## src/rtl/pc_sequencer_if.sv

```systemverilog
// Fetch-stage bundle: PC register, instruction memory port and redirect sources.
// master = pc_sequencer side, slave = the environment.
// No storage; all handshake timing is owned by pc_sequencer.
interface pc_sequencer_if;
    logic [31:0] pc_cur;
    logic [31:0] pc_next;
    logic        pc_stall;
    logic        imem_req;
    logic [31:0] imem_addr;
    logic        imem_ack;
    logic        fetch_valid;
    logic        flush;
    logic        hazard_stall;
    logic        branch_taken;
    logic [31:0] branch_target;
    logic        jump_valid;
    logic [31:0] jump_target;
    logic        fetch_error;

    modport master (
        input  pc_cur, imem_ack, hazard_stall,
        input  branch_taken, branch_target, jump_valid, jump_target,
        output pc_next, pc_stall, imem_req, imem_addr,
        output fetch_valid, flush, fetch_error
    );

    modport slave (
        output pc_cur, imem_ack, hazard_stall,
        output branch_taken, branch_target, jump_valid, jump_target,
        input  pc_next, pc_stall, imem_req, imem_addr,
        input  fetch_valid, flush, fetch_error
    );
endinterface

```

## src/rtl/pc_sequencer.sv

```systemverilog
// Fetch controller: steers PC register stall/pc_in, imem requests, IF/ID flush; PC_SEQ_TIMEOUT_EN adds a fetch watchdog.
// Latency: outputs combinational from state+inputs; redirect target fetched the cycle after the redirect.
// Backpressure: stalls the PC while imem_ack is low or hazard_stall holds; a request is never abandoned.
module pc_sequencer #(
    parameter logic [31:0] RESET_VECTOR   = 32'h0000_0000,
    parameter int          INSTR_BYTES    = 4,
    parameter int          TIMEOUT_CYCLES = 16
) (
    input  logic           clock,
    input  logic           reset_n,
    pc_sequencer_if.master bus
);
    localparam logic [31:0] INC = 32'(INSTR_BYTES);
    localparam logic [7:0]  TMO = 8'(TIMEOUT_CYCLES);

`ifdef PC_SEQ_TIMEOUT_EN
    typedef enum logic [1:0] {BOOT, FETCH, HOLD, RETRY} state_t;
`else
    typedef enum logic [1:0] {BOOT, FETCH, HOLD} state_t;
`endif

    state_t      state, state_nxt;
    logic        pend_v, pend_v_nxt;
    logic [31:0] pend_pc, pend_pc_nxt;
    logic [7:0]  cnt, cnt_nxt;

    logic        redir_v, any_redir, consumed, err;
    logic [31:0] redir, seq_pc, tgt;

    always_ff @(posedge clock or negedge reset_n) begin
        if (!reset_n) begin
            state   <= BOOT;
            pend_v  <= 1'b0;
            pend_pc <= 32'h0;
            cnt     <= 8'h0;
        end else begin
            state   <= state_nxt;
            pend_v  <= pend_v_nxt;
            pend_pc <= pend_pc_nxt;
            cnt     <= cnt_nxt;
        end
    end

    always_comb begin
        redir_v   = bus.branch_taken | bus.jump_valid;
        redir     = bus.branch_taken ? bus.branch_target : bus.jump_target;
        any_redir = redir_v | pend_v;
        seq_pc    = bus.pc_cur + INC;
        tgt       = redir_v ? redir : (pend_v ? pend_pc : seq_pc);

        state_nxt       = state;
        cnt_nxt         = cnt;
        consumed        = 1'b0;
        err             = 1'b0;
        bus.pc_stall    = 1'b1;
        bus.pc_next     = bus.pc_cur;
        bus.imem_req    = 1'b0;
        bus.fetch_valid = 1'b0;
        bus.flush       = redir_v && (state != BOOT);

        case (state)
            BOOT: begin
                bus.pc_next = RESET_VECTOR;
                state_nxt   = FETCH;
            end
            FETCH: begin
                bus.imem_req = 1'b1;
                if (bus.imem_ack) begin
                    cnt_nxt = 8'h0;
                    if (any_redir) begin
                        // Returned instruction belongs to the killed path: drop it.
                        bus.pc_stall = 1'b0;
                        bus.pc_next  = tgt;
                        consumed     = 1'b1;
                    end else if (!bus.hazard_stall) begin
                        bus.fetch_valid = 1'b1;
                        bus.pc_stall    = 1'b0;
                        bus.pc_next     = seq_pc;
                    end else begin
                        bus.fetch_valid = 1'b1;
                        state_nxt       = HOLD;
                    end
                end else begin
`ifdef PC_SEQ_TIMEOUT_EN
                    if (cnt == TMO) begin
                        err       = 1'b1;
                        cnt_nxt   = 8'h0;
                        state_nxt = RETRY;
                    end else begin
                        cnt_nxt = cnt + 8'h1;
                    end
`else
                    // Saturate so an indefinite wait never wraps the counter.
                    if (cnt != TMO) cnt_nxt = cnt + 8'h1;
`endif
                end
            end
            HOLD: begin
                if (any_redir) begin
                    bus.pc_stall = 1'b0;
                    bus.pc_next  = tgt;
                    consumed     = 1'b1;
                    state_nxt    = FETCH;
                end else if (!bus.hazard_stall) begin
                    bus.pc_stall = 1'b0;
                    bus.pc_next  = seq_pc;
                    state_nxt    = FETCH;
                end
            end
`ifdef PC_SEQ_TIMEOUT_EN
            RETRY: state_nxt = FETCH;
`endif
            default: state_nxt = BOOT;
        endcase

        // Unconsumed redirects park here; the newest one wins.
        pend_v_nxt  = pend_v;
        pend_pc_nxt = pend_pc;
        if (consumed) begin
            pend_v_nxt = 1'b0;
        end else if (redir_v) begin
            pend_v_nxt  = 1'b1;
            pend_pc_nxt = redir;
        end
    end

    assign bus.imem_addr   = bus.pc_cur;
    assign bus.fetch_error = err;

endmodule

```

## src/flat_wrapper.sv

```systemverilog
// flat-port wrapper written by rule: the top's interface ports become plain ports
module pc_sequencer_flat 
#(
    parameter logic [31:0] RESET_VECTOR   = 32'h0000_0000,
    parameter int          INSTR_BYTES    = 4,
    parameter int          TIMEOUT_CYCLES = 16
)
  (clock, reset_n, bus_pc_cur, bus_imem_ack, bus_hazard_stall, bus_branch_taken, bus_branch_target, bus_jump_valid, bus_jump_target, bus_pc_next, bus_pc_stall, bus_imem_req, bus_imem_addr, bus_fetch_valid, bus_flush, bus_fetch_error);
  pc_sequencer_if bus_i ();
  input  logic clock;
  input  logic reset_n;
  input wire logic [$bits(bus_i.pc_cur)-1:0] bus_pc_cur;
  input wire logic [$bits(bus_i.imem_ack)-1:0] bus_imem_ack;
  input wire logic [$bits(bus_i.hazard_stall)-1:0] bus_hazard_stall;
  input wire logic [$bits(bus_i.branch_taken)-1:0] bus_branch_taken;
  input wire logic [$bits(bus_i.branch_target)-1:0] bus_branch_target;
  input wire logic [$bits(bus_i.jump_valid)-1:0] bus_jump_valid;
  input wire logic [$bits(bus_i.jump_target)-1:0] bus_jump_target;
  output wire logic [$bits(bus_i.pc_next)-1:0] bus_pc_next;
  output wire logic [$bits(bus_i.pc_stall)-1:0] bus_pc_stall;
  output wire logic [$bits(bus_i.imem_req)-1:0] bus_imem_req;
  output wire logic [$bits(bus_i.imem_addr)-1:0] bus_imem_addr;
  output wire logic [$bits(bus_i.fetch_valid)-1:0] bus_fetch_valid;
  output wire logic [$bits(bus_i.flush)-1:0] bus_flush;
  output wire logic [$bits(bus_i.fetch_error)-1:0] bus_fetch_error;
  assign bus_i.pc_cur = bus_pc_cur;
  assign bus_i.imem_ack = bus_imem_ack;
  assign bus_i.hazard_stall = bus_hazard_stall;
  assign bus_i.branch_taken = bus_branch_taken;
  assign bus_i.branch_target = bus_branch_target;
  assign bus_i.jump_valid = bus_jump_valid;
  assign bus_i.jump_target = bus_jump_target;
  assign bus_pc_next = bus_i.pc_next;
  assign bus_pc_stall = bus_i.pc_stall;
  assign bus_imem_req = bus_i.imem_req;
  assign bus_imem_addr = bus_i.imem_addr;
  assign bus_fetch_valid = bus_i.fetch_valid;
  assign bus_flush = bus_i.flush;
  assign bus_fetch_error = bus_i.fetch_error;
  pc_sequencer #(.RESET_VECTOR(RESET_VECTOR), .INSTR_BYTES(INSTR_BYTES), .TIMEOUT_CYCLES(TIMEOUT_CYCLES)) u_core (.clock(clock), .reset_n(reset_n), .bus(bus_i));
endmodule
```

## config.mk

```make
export PLATFORM = sky130hd
export DESIGN_NAME = pc_sequencer_flat
export DESIGN_NICKNAME = d
export VERILOG_FILES = /design/src/rtl/pc_sequencer_if.sv /design/src/rtl/pc_sequencer.sv /design/src/flat_wrapper.sv
export SDC_FILE = /design/constraint.sdc
export NUM_CORES = 1
export LEC_CHECK = 0
export ABC_AREA = 1
export CORE_ASPECT_RATIO = 0.8
export CORE_MARGIN = 8
export CORE_UTILIZATION = 45
export CTS_CLUSTER_SIZE = 28
export DETAILED_ROUTE_END_ITERATION = 6
export DONT_BUFFER_PORTS = 1
export PLACE_DENSITY = 0.66
export SYNTH_ARGS = -nofsm -noshare
export SYNTH_HDL_FRONTEND = slang
export SYNTH_SLANG_ARGS = --single-unit
```

## constraint.sdc

```tcl
create_clock -name clock -period 3.8 [get_ports clock]
set_input_delay 0.19 -clock clock [delete_from_list [all_inputs] [get_ports clock]]
set_output_delay 0.19 -clock clock [all_outputs]
set_load 0.02 [all_outputs]
```

## Word level (Yosys, flattened, before mapping)

Cells that the tools add are included.

- Add/subtract/negate cells: 1
- Bitwise logic cells: 3
- Muxes and demuxes: 26
- Reductions and logical operators: 6
- Equal/unequal tests: 6

Operators with widths:

| kind | count |
|---|---|
| $mux 32 | 6 |
| $pmux 32 s3 | 1 |
| $add 32x3->32 const B | 1 |
| $mux 1 | 11 |
| $mux 2 | 5 |
| $ne 2x2->1 const B | 3 |
| $pmux 2 s3 | 1 |
| $pmux 1 s2 | 2 |
| $reduce_and 4->1 | 1 |
| $reduce_bool 2->1 | 2 |
| $ne 3x2->1 const B | 1 |
| $eq 2x1->1 const B | 1 |
| $eq 2x2->1 const B | 1 |
| $logic_not 2->1 | 1 |
| $or 1x1->1 | 2 |
| $reduce_and 2->1 | 1 |
| $logic_and 1x1->1 | 1 |
| $not 1->1 | 1 |

- Word-level logic and storage cells: 45
- Flip-flop bits (word level): 35

## Longest topological paths before layout

Gate-level depths: netlist of the first run.

- Depth in word-level cells: 7
- Mapped depth: 13
- Gate-level depth less buffers: 12

## Least setup slack after synthesis of the first run

Ideal clock, no wire load.

- Path type: register to output
- Start: register u_core.state[1]
- End: output port bus_pc_next[2]
- Cell stages (with the launch flop): 10
- Buffers on the path: 1
- Arrival time: 2072 ps
- Slack: 1538 ps
- Cells stage by stage: dfrtp_1 -> inv_1 -> ha_1 -> buf_2 -> inv_1 -> nor2_1 -> nor2_1 -> inv_1 -> nand2_1 -> a211oi_1

- Cells in the longest elaborated chain, start to end: 2

RTL lines:

| item | line | RTL |
|---|---|---|
| from (decl) | pc_sequencer.sv:22 | `state_t state, state_nxt;` |
| from (signal assigned) | pc_sequencer.sv:37 | `state <= state_nxt;` |
| $eq 2x2->1 (tied with other cells) | pc_sequencer.sv:61 | `case (state)` |
| $pmux 32 s3 * | pc_sequencer.sv:61 |  |
| to (decl) | flat_wrapper.sv:19 | `output wire logic [$bits(bus_i.pc_next)-1:0] bus_pc_next;` |

Every way passes the cells marked *; elsewhere a longest branch is shown, timed or not.

## Worst setup path after layout of the first run

- Start: register u_core.pend_v
- End: output port bus_pc_next[3]

- Cells in the longest elaborated chain, start to end: 5

RTL lines:

| item | line | RTL |
|---|---|---|
| from (decl) | pc_sequencer.sv:23 | `logic pend_v, pend_v_nxt;` |
| from (signal assigned) | pc_sequencer.sv:38 | `pend_v <= pend_v_nxt;` |
| $mux 32 (2 in series) | pc_sequencer.sv:49 | `tgt = redir_v ? redir : (pend_v ? pend_pc : seq_pc);` |
| $mux 32 * | pc_sequencer.sv:99 | `if (any_redir) begin` |
| $mux 32 | pc_sequencer.sv:68 | `if (bus.imem_ack) begin` |
| $pmux 32 s3 * | pc_sequencer.sv:61 |  |

Marks and branches as above.

==> results.tsv, run 1 <==
stage	metric	value	unit
routing	drtPass1Iterations	5	
clock_network	numClockSinks	35	
finish	layout.cells.non_filler	934	
global_routing	grt_pass1_wl	24.27	mm
logic_synthesis	synthMuxAreaShare	0.2141	%
finish	n_antenna_cell	0	
setup_path	r2r-end	u_core.state[1]$_DFFE_PN0P_	
logic_synthesis	syn_nets	955	
routing	drt-initial-drc-count	428	
logic_synthesis	synthSimpleGateAreaFrac	44.75	%
setup_path	start_kind	flip-flop	
logic_synthesis	yosysSeqAreaShare	18.74	%
finish	fillerInstances	1160	
setup_path	reg2reg_from	u_core.pend_v$_DFFE_PN0P_	
finish	final_common_cell	nand2_1	
routing	drc	0	
power_and_ir_drop	total_power	2.761	mW
clock_network	clock_latency	0.28	ns
logic_synthesis	synth.area.top_cells	nand2_1, dfrtp_1, nand3_1	
sta	slew_violations	0	
setup_path	ff2ff_path_depth	9	
setup_path	reg2reg_setup_slack	1.11	ns
floorplan	num_io_pins	171	
place	gp_congestion	0.9430	
routing	vias_per_cell	5.453	
place	dp_hpwl	12.04	mm
place	dp.cells	924	
setup_path	cp_cell_sequence	inv_1 > nand2_1 > inv_2 > nand2_1 > o21ai_0 > o32ai_1 > nand3_1 > o21ai_0	
min_path	min_delay_worst_endpoint	u_core.pend_pc[14]$_DFFE_PN0P_	
setup_path	cp.buffers_inverters	2	
finish	drive_above_1_share	6.171	%
power_and_ir_drop	power_leakage	2.424	nW
min_path	hold_class	primary input to flip-flop	
logic_synthesis	yosys.area.top_type	nand2_1	
routing	wirelength	15.60	mm
global_routing	antenna_found_initial	0	
min_path	hold_path_depth	2	
setup_path	worst_ep_required_time	3.61	ns
logic_synthesis	yosys_warnings	0	
global_routing	overflow	0	
clock_network	clk_path_buf_depth	2	
logic_synthesis	synth_fa_ha_area_share	1.338	%
sta	min_period	3.313	ns
clock_network	root_buffer	clkbuf_16	
routing	ant_nets	0	
routing	via_count	5093	
setup_path	cp_num_cells	8	
logic_synthesis	synthXorXnorAreaFrac	0.1874	%
floorplan	die_y	107.2	um
global_routing	use_met1	28.63	%
routing	wl_per_cell	16.70	um
clock_network	post_cts_buffers	0	
logic_synthesis	synth_cells	848	
sta	rsz0062_at_grt	no	
setup_path	cp_max_fo	27	
logic_synthesis	yosysTopAreaCellShare	24.57	%
sta	maxSlewHeadroom	42.11	%
power_and_ir_drop	power.density	591.4	mW/mm2
finish	final_util	45.77	%
setup_path	crit_family	buffers and inverters	
global_routing	use_met2	34.99	%
clock_network	h-tree-depth	2	
sta	skew	0.004096	ns
floorplan	start_util	45.83	%
sta	finalCritPeriodShare	87.19	%
clock_network	cts_tree	yes	
status	status	complete, no violations	
sta	fmax	301.8	MHz
clock_network	clk_pin_slew	0.06	ns
global_routing	track_usage	21.99	%
floorplan	chipWidth	130.0	um
floorplan	die_area	0.01393	mm2
min_path	min_from	bus_branch_target[14]	
sta	hold_violations	0	
logic_synthesis	synth_seq_cells	35	
logic_synthesis	syn_area_per_cell	5.512	um2
power_and_ir_drop	vdd_drop_max	0.2824	mV
floorplan	core	0.01020	mm2
finish	synthToLayoutAreaGrowth	-0.1338	%
global_routing	met3_usage	7.044	%
global_routing	top_usage_layer	met2	
global_routing	grt_max_degree	65	
floorplan	std_cell_rows	33	
setup_path	critical_path_class	flip-flop to output pin	
logic_synthesis	synth_area	0.004674	mm2
logic_synthesis	synth_top_family_by_area	simple AND/OR/NAND/NOR gates	
finish	mostFrequentLayoutCells	nand2_1, inv_1, nand3_1	
clock_network	cts_made_buffers	5	
sta	fin_setup_tns	0	ns
finish	final_nets	900	
place	port_buffers	0	
flow_run	maxCapViolCount	0	
sta	worst_pin_slew	0.8674	ns
setup_path	cp_slowest_stage_delay	0.60	ns
clock_network	cts_resized	0	
logic_synthesis	synth_compound_area_share	17.61	%
logic_synthesis	yosysUniqueCellTypes	40	
setup_path	cp.arrival	3.12	ns
setup_path	cp-end-kind	output pin	
setup_path	slowest_stage	dfrtp_1	
global_routing	grt_pass1_vias	4544	
sta	setup_violations	0	
-- worst max path at each step --
stage | slack (ns) | endpoint | startpoint
final | 0.49 | bus_pc_next[3] | u_core.pend_v$_DFFE_PN0P_
after global routing | 0.24 | bus_pc_next[3] | u_core.pend_v$_DFFE_PN0P_
after CTS | 0.52 | bus_pc_next[3] | u_core.pend_v$_DFFE_PN0P_
after detailed placement | 0.82 | bus_pc_next[3] | u_core.pend_v$_DFFE_PN0P_
after global placement | 0.91 | bus_pc_next[3] | u_core.pend_v$_DFFE_PN0P_
after floorplan | 1.54 | bus_pc_next[2] | u_core.state[1]$_DFFE_PN0P_
-- sequential cells by signal (all words and copies together) (netlist names) --
| signal | count |
|---|---|
| u_core.pend_pc | 32 |
| u_core.pend_v | 1 |
| u_core.state | 2 |
-- cell families after synthesis --
family,count (synthesis)
AND/OR/NAND/NOR,487
buffers and inverters,172
AO/OA/AOI/OAI,146
flip-flops,35
adder cells (fa/ha/maj),5
other,1
XOR/XNOR,1
multiplexers,1
-- cells in the mapped netlist (all sizes together) --
cell type  count
or2            2
nand3b         1
ha             5
o32ai          1
mux2i          1
a22oi          1
clkinv         1
nor2          70
nor3           5
a21oi         27
o21ai         82
nand4          4
a21o           1
a31oi         21
conb           1
o211ai         8
o22ai          3
a31o           1
buf           50
a211oi         1
nand2        313
xnor2          1
inv           96
clkbuf        25
nand3         92
dfrtp         35
-- metrics by stage --
stage	instance area [um2]	setup slack [ns]	hold WS, ns
2_1_floorplan	4674	1.538	-0.1056
3_3_place_gp	4498	0.9131	-0.1040
3_5_place_dp	4498	0.8210	-0.1041
4_1_cts	4668	0.5171	0.06770
5_1_grt	4668	0.2444	0.08519
6_report	4668	0.4867	0.07961
-- final cells by class --
type                            instances  area, um2  share of cell area (%)
Clock buffer                            5      125.1                   2.680
Clock inverter                          3      15.01                  0.3216
Inverter                               97      364.1                   7.800
Multi-Input combinational cell        641       3000                   64.27
Sequential cell                        35      875.8                   18.76
Tap cell                              140      175.2                   3.752
Timing Repair Buffer                   13      112.6                   2.412
-- routing by layer --
metal | wire (um) | part of all wire [%]
met2 | 6827 | 44
met5 | 0 | 0
met4 | 234 | 1.5
met1 | 6765 | 43
met3 | 1774 | 11
-- repair_timing --
item | CTS | global route
hold endpoints to repair | 35 | 0
setup endpoints to repair | 0 | 0
hold buffers | 2 | 0
-- power by group --
part | leakage [nW] | total, mW | internal, mW | switching (mW)
combinational | 1.93 | 1.75 | 0.491 | 1.26
clock | 0.0733 | 0.396 | 0.239 | 0.157
sequential | 0.416 | 0.612 | 0.533 | 0.0792
total | 2.42 | 2.76 | 1.26 | 1.50
(Power assumes the default switching activity.)
==> run 2: changes to the inputs <==
--- a/config.mk
+++ b/config.mk
@@ -5,7 +5,6 @@
 export SDC_FILE = /design/constraint.sdc
 export NUM_CORES = 1
 export LEC_CHECK = 0
-export ABC_AREA = 1
 export CORE_ASPECT_RATIO = 0.8
 export CORE_MARGIN = 8
 export CORE_UTILIZATION = 45
==> results.tsv, run 2 <==
stage	metric	value	unit	change
clock_network	clk_path_buf_depth	2		unchanged
logic_synthesis	yosysUniqueCellTypes	75		+88%
global_routing	overflow	0		unchanged
logic_synthesis	synth.area.top_cells	dfrtp_1, nand2_1, buf_4		
min_path	hold_class	primary input to flip-flop		
setup_path	cp_max_fo	15		-44%
clock_network	root_buffer	clkbuf_16		
power_and_ir_drop	power_leakage	1.661	nW	-31%
finish	mostFrequentLayoutCells	nand2_1, nor2_1, o21ai_0		
floorplan	std_cell_rows	31		-6.1%
floorplan	start_util	46.41	%	+0.58 points
finish	final_common_cell	nand2_1		
finish	synthToLayoutAreaGrowth	-0.3845	%	
setup_path	ff2ff_path_depth	7		-2
clock_network	clock_latency	0.28	ns	about the same
routing	ant_nets	0		unchanged
global_routing	track_usage	24.34	%	+2.4 points
routing	drtPass1Iterations	5		unchanged
global_routing	antenna_found_initial	0		unchanged
power_and_ir_drop	vdd_drop_max	0.2350	mV	-17%
logic_synthesis	syn_area_per_cell	7.039	um2	+28%
sta	maxSlewHeadroom	44.79	%	+2.7 points
logic_synthesis	synthFlopType	dfrtp_1		
finish	final_nets	654		-27%
floorplan	num_io_pins	171		unchanged
setup_path	worst_ep_required_time	3.61	ns	about the same
flow_run	maxCapViolCount	0		unchanged
power_and_ir_drop	power.density	551.7	mW/mm2	-6.7%
logic_synthesis	synthTopCellsByCount	nand2_1, nor2_1, o21ai_0		
sta	rsz0062_at_grt	no		
place	placedInstanceArea	0.004028	mm2	-10%
logic_synthesis	synth_edf_count	0		unchanged
finish	drive_above_1_share	6.387	%	+0.22 points
sta	hold_violations	0		unchanged
power_and_ir_drop	total_power	2.325	mW	-16%
min_path	min_from	bus_jump_target[19]		
clock_network	clk_pin_slew	0.05	ns	about the same
setup_path	reg2reg_from	u_core.state[1]$_DFFE_PN0P_		
finish	fin_area	0.004214	mm2	-9.7%
clock_network	cts_made_buffers	5		unchanged
logic_synthesis	yosysTopAreaCellShare	20.70	%	-3.9 points
floorplan	die_y	102.7	um	-4.1%
sta	worst_pin_slew	0.8282	ns	-0.03916 ns
sta	setup_violations	0		unchanged
setup_path	cp-end-kind	output pin		
logic_synthesis	synthArstFlopShare	100.0	%	unchanged
sta	min_period	3.446	ns	+0.1330 ns
routing	wirelength	16.38	mm	+5.0%
clock_network	cts_tree	yes		
global_routing	grt_pass1_vias	4270		-6.0%
logic_synthesis	synth_seq_cells	35		unchanged
clock_network	post_cts_buffers	0		unchanged
logic_synthesis	yosys.area.top_type	dfrtp_1		
min_path	hold_path_depth	2		unchanged
clock_network	numClockSinks	35		unchanged
status	status	complete, no violations		
logic_synthesis	yosysSeqAreaShare	20.70	%	+2.0 points
logic_synthesis	syn_nets	708		-26%
setup_path	critical_path_class	flip-flop to output pin		
logic_synthesis	synth.most_common_cell	nand2_1		
place	port_buffers	0		unchanged
place	gp_congestion	0.9031		-4.2%
setup_path	start_kind	flip-flop		
floorplan	die_area	0.01278	mm2	-8.2%
setup_path	reg2reg_setup_slack	1.35	ns	+0.24 ns
min_path	min_delay_worst_endpoint	u_core.pend_pc[19]$_DFFE_PN0P_		
routing	via_count	4598		-9.7%
routing	vias_per_cell	6.935		+27%
finish	fillerInstances	906		-22%
routing	drt-initial-drc-count	544		+27%
setup_path	r2r-end	u_core.pend_pc[15]$_DFFE_PN0P_		
sta	slew_violations	0		unchanged
finish	top_register	u_core.pend_pc		
sta	skew	0.002642	ns	-0.001454 ns
sta	fin_setup_tns	0	ns	unchanged
floorplan	core	0.009115	mm2	-11%
logic_synthesis	yosys_warnings	0		unchanged
sta	finalCritPeriodShare	90.69	%	+3.5 points
clock_network	cts_resized	0		unchanged
floorplan	chipWidth	124.4	um	-4.3%
global_routing	grt_max_degree	66		+1.5%
logic_synthesis	synth_area	0.004230	mm2	-9.5%
routing	wl_per_cell	24.70	um	+48%
finish	largest_reg_flops	32		unchanged
place	dp_hpwl	12.37	mm	+2.7%
logic_synthesis	synth_cells	601		-29%
routing	drc	0		unchanged
finish	n_antenna_cell	0		unchanged
clock_network	h-tree-depth	2		unchanged
global_routing	grt_pass1_wl	24.99	mm	+3.0%
setup_path	cp.arrival	3.26	ns	+0.14 ns
sta	fmax	290.2	MHz	-3.9%
finish	largestRegisters	u_core.pend_pc: 32 flops, u_core.state: 2 flops, u_core.pend_v: 1 flops		
run 2: cell count changes in the layout (fill, tap and decap cells not counted), moves of 11 or more:
| cell | before | now |
|---|---|---|
| nand2_1 | 306 | 91 |
| nand3_1 | 91 | 12 |
| and3_1 | 0 | 12 |
| nor2b_1 | 0 | 15 |
| a31oi_1 | 21 | 33 |
| o22ai_1 | 3 | 14 |
| inv_1 | 94 | 8 |
| o21ai_0 | 81 | 48 |
run 2: how the worst max path moves through the flow:
stage	startpoint	end
floorplan	u_core.state[1]$_DFFE_PN0P_	bus_pc_next[7]
global placement	u_core.state[1]$_DFFE_PN0P_	bus_pc_next[28]
detailed placement	u_core.state[1]$_DFFE_PN0P_	bus_pc_next[28]
CTS	u_core.state[1]$_DFFE_PN0P_	bus_pc_next[28]
global route	u_core.state[1]$_DFFE_PN0P_	bus_pc_next[28]
finish	u_core.state[1]$_DFFE_PN0P_	bus_pc_next[28]
run 2: what timing repair did:
| item | CTS | global route |
|---|---|---|
| setup endpoints to repair | 0 | 0 |
| hold endpoints to repair | 35 | 0 |
| hold buffers | 2 | 0 |
run 2: cell families after synthesis:
family / Yosys count / synth area share (%)
AO/OA/AOI/OAI: 204 / 31.56
XOR/XNOR: 2 / 0.4142
adder cells (fa/ha/maj): 5 / 1.479
buffers and inverters: 86 / 11.48
flip-flops: 35 / 20.70
multiplexers: 13 / 3.135
other: 1 / 0.08865
AND/OR/NAND/NOR: 255 / 31.15
run 2: cell type report:
cell class	count	area (um2)	area share [%]
multi-input cells	480	2877	68.26
flip-flops and latches	35	875.8	20.78
clock buffers	8	156.4	3.711
well taps	115	143.9	3.414
repair buffers	14	120.1	2.850
inverters	11	41.29	0.9798
run 2: metrics by stage:
step / hold slack, ns / setup WS (ns) / cells / utilization (%)
6_report: 0.06737 / 0.3537 / 663 / 46.23
5_1_grt: 0.06660 / 0.1682 / 663 / 46.23
4_1_cts: 0.06240 / 0.4193 / 663 / 46.23
3_5_place_dp: -0.1041 / 0.7385 / 653 / 44.19
3_3_place_gp: -0.1041 / 0.8039 / 653 / 44.19
2_1_floorplan: -0.1056 / 1.345 / 601 / -
run 2: where the power goes:
group | internal, mW | switching, mW
Clock | 0.279 | 0.150
Sequential | 0.503 | 0.0909
Combinational | 0.422 | 0.880
run 2: per-layer routing:
metal	vias to the layer above	GRT usage, %	wire length [um]
li1	2094	-	-
met1	2174	30.10	6529
met2	305	40.27	7554
met3	25	7.862	1982
met4	0	6.371	310
met5	-	0	0
run 2: critical path, cell delays in order, from the launching register on:
cell     delay [ns]
dfrtp_1        0.40
inv_1          0.11
ha_1           0.60
a21o_1         0.51
nand2_1        0.44
nor2_1         0.24
or4b_1         0.45
nand3_1        0.22
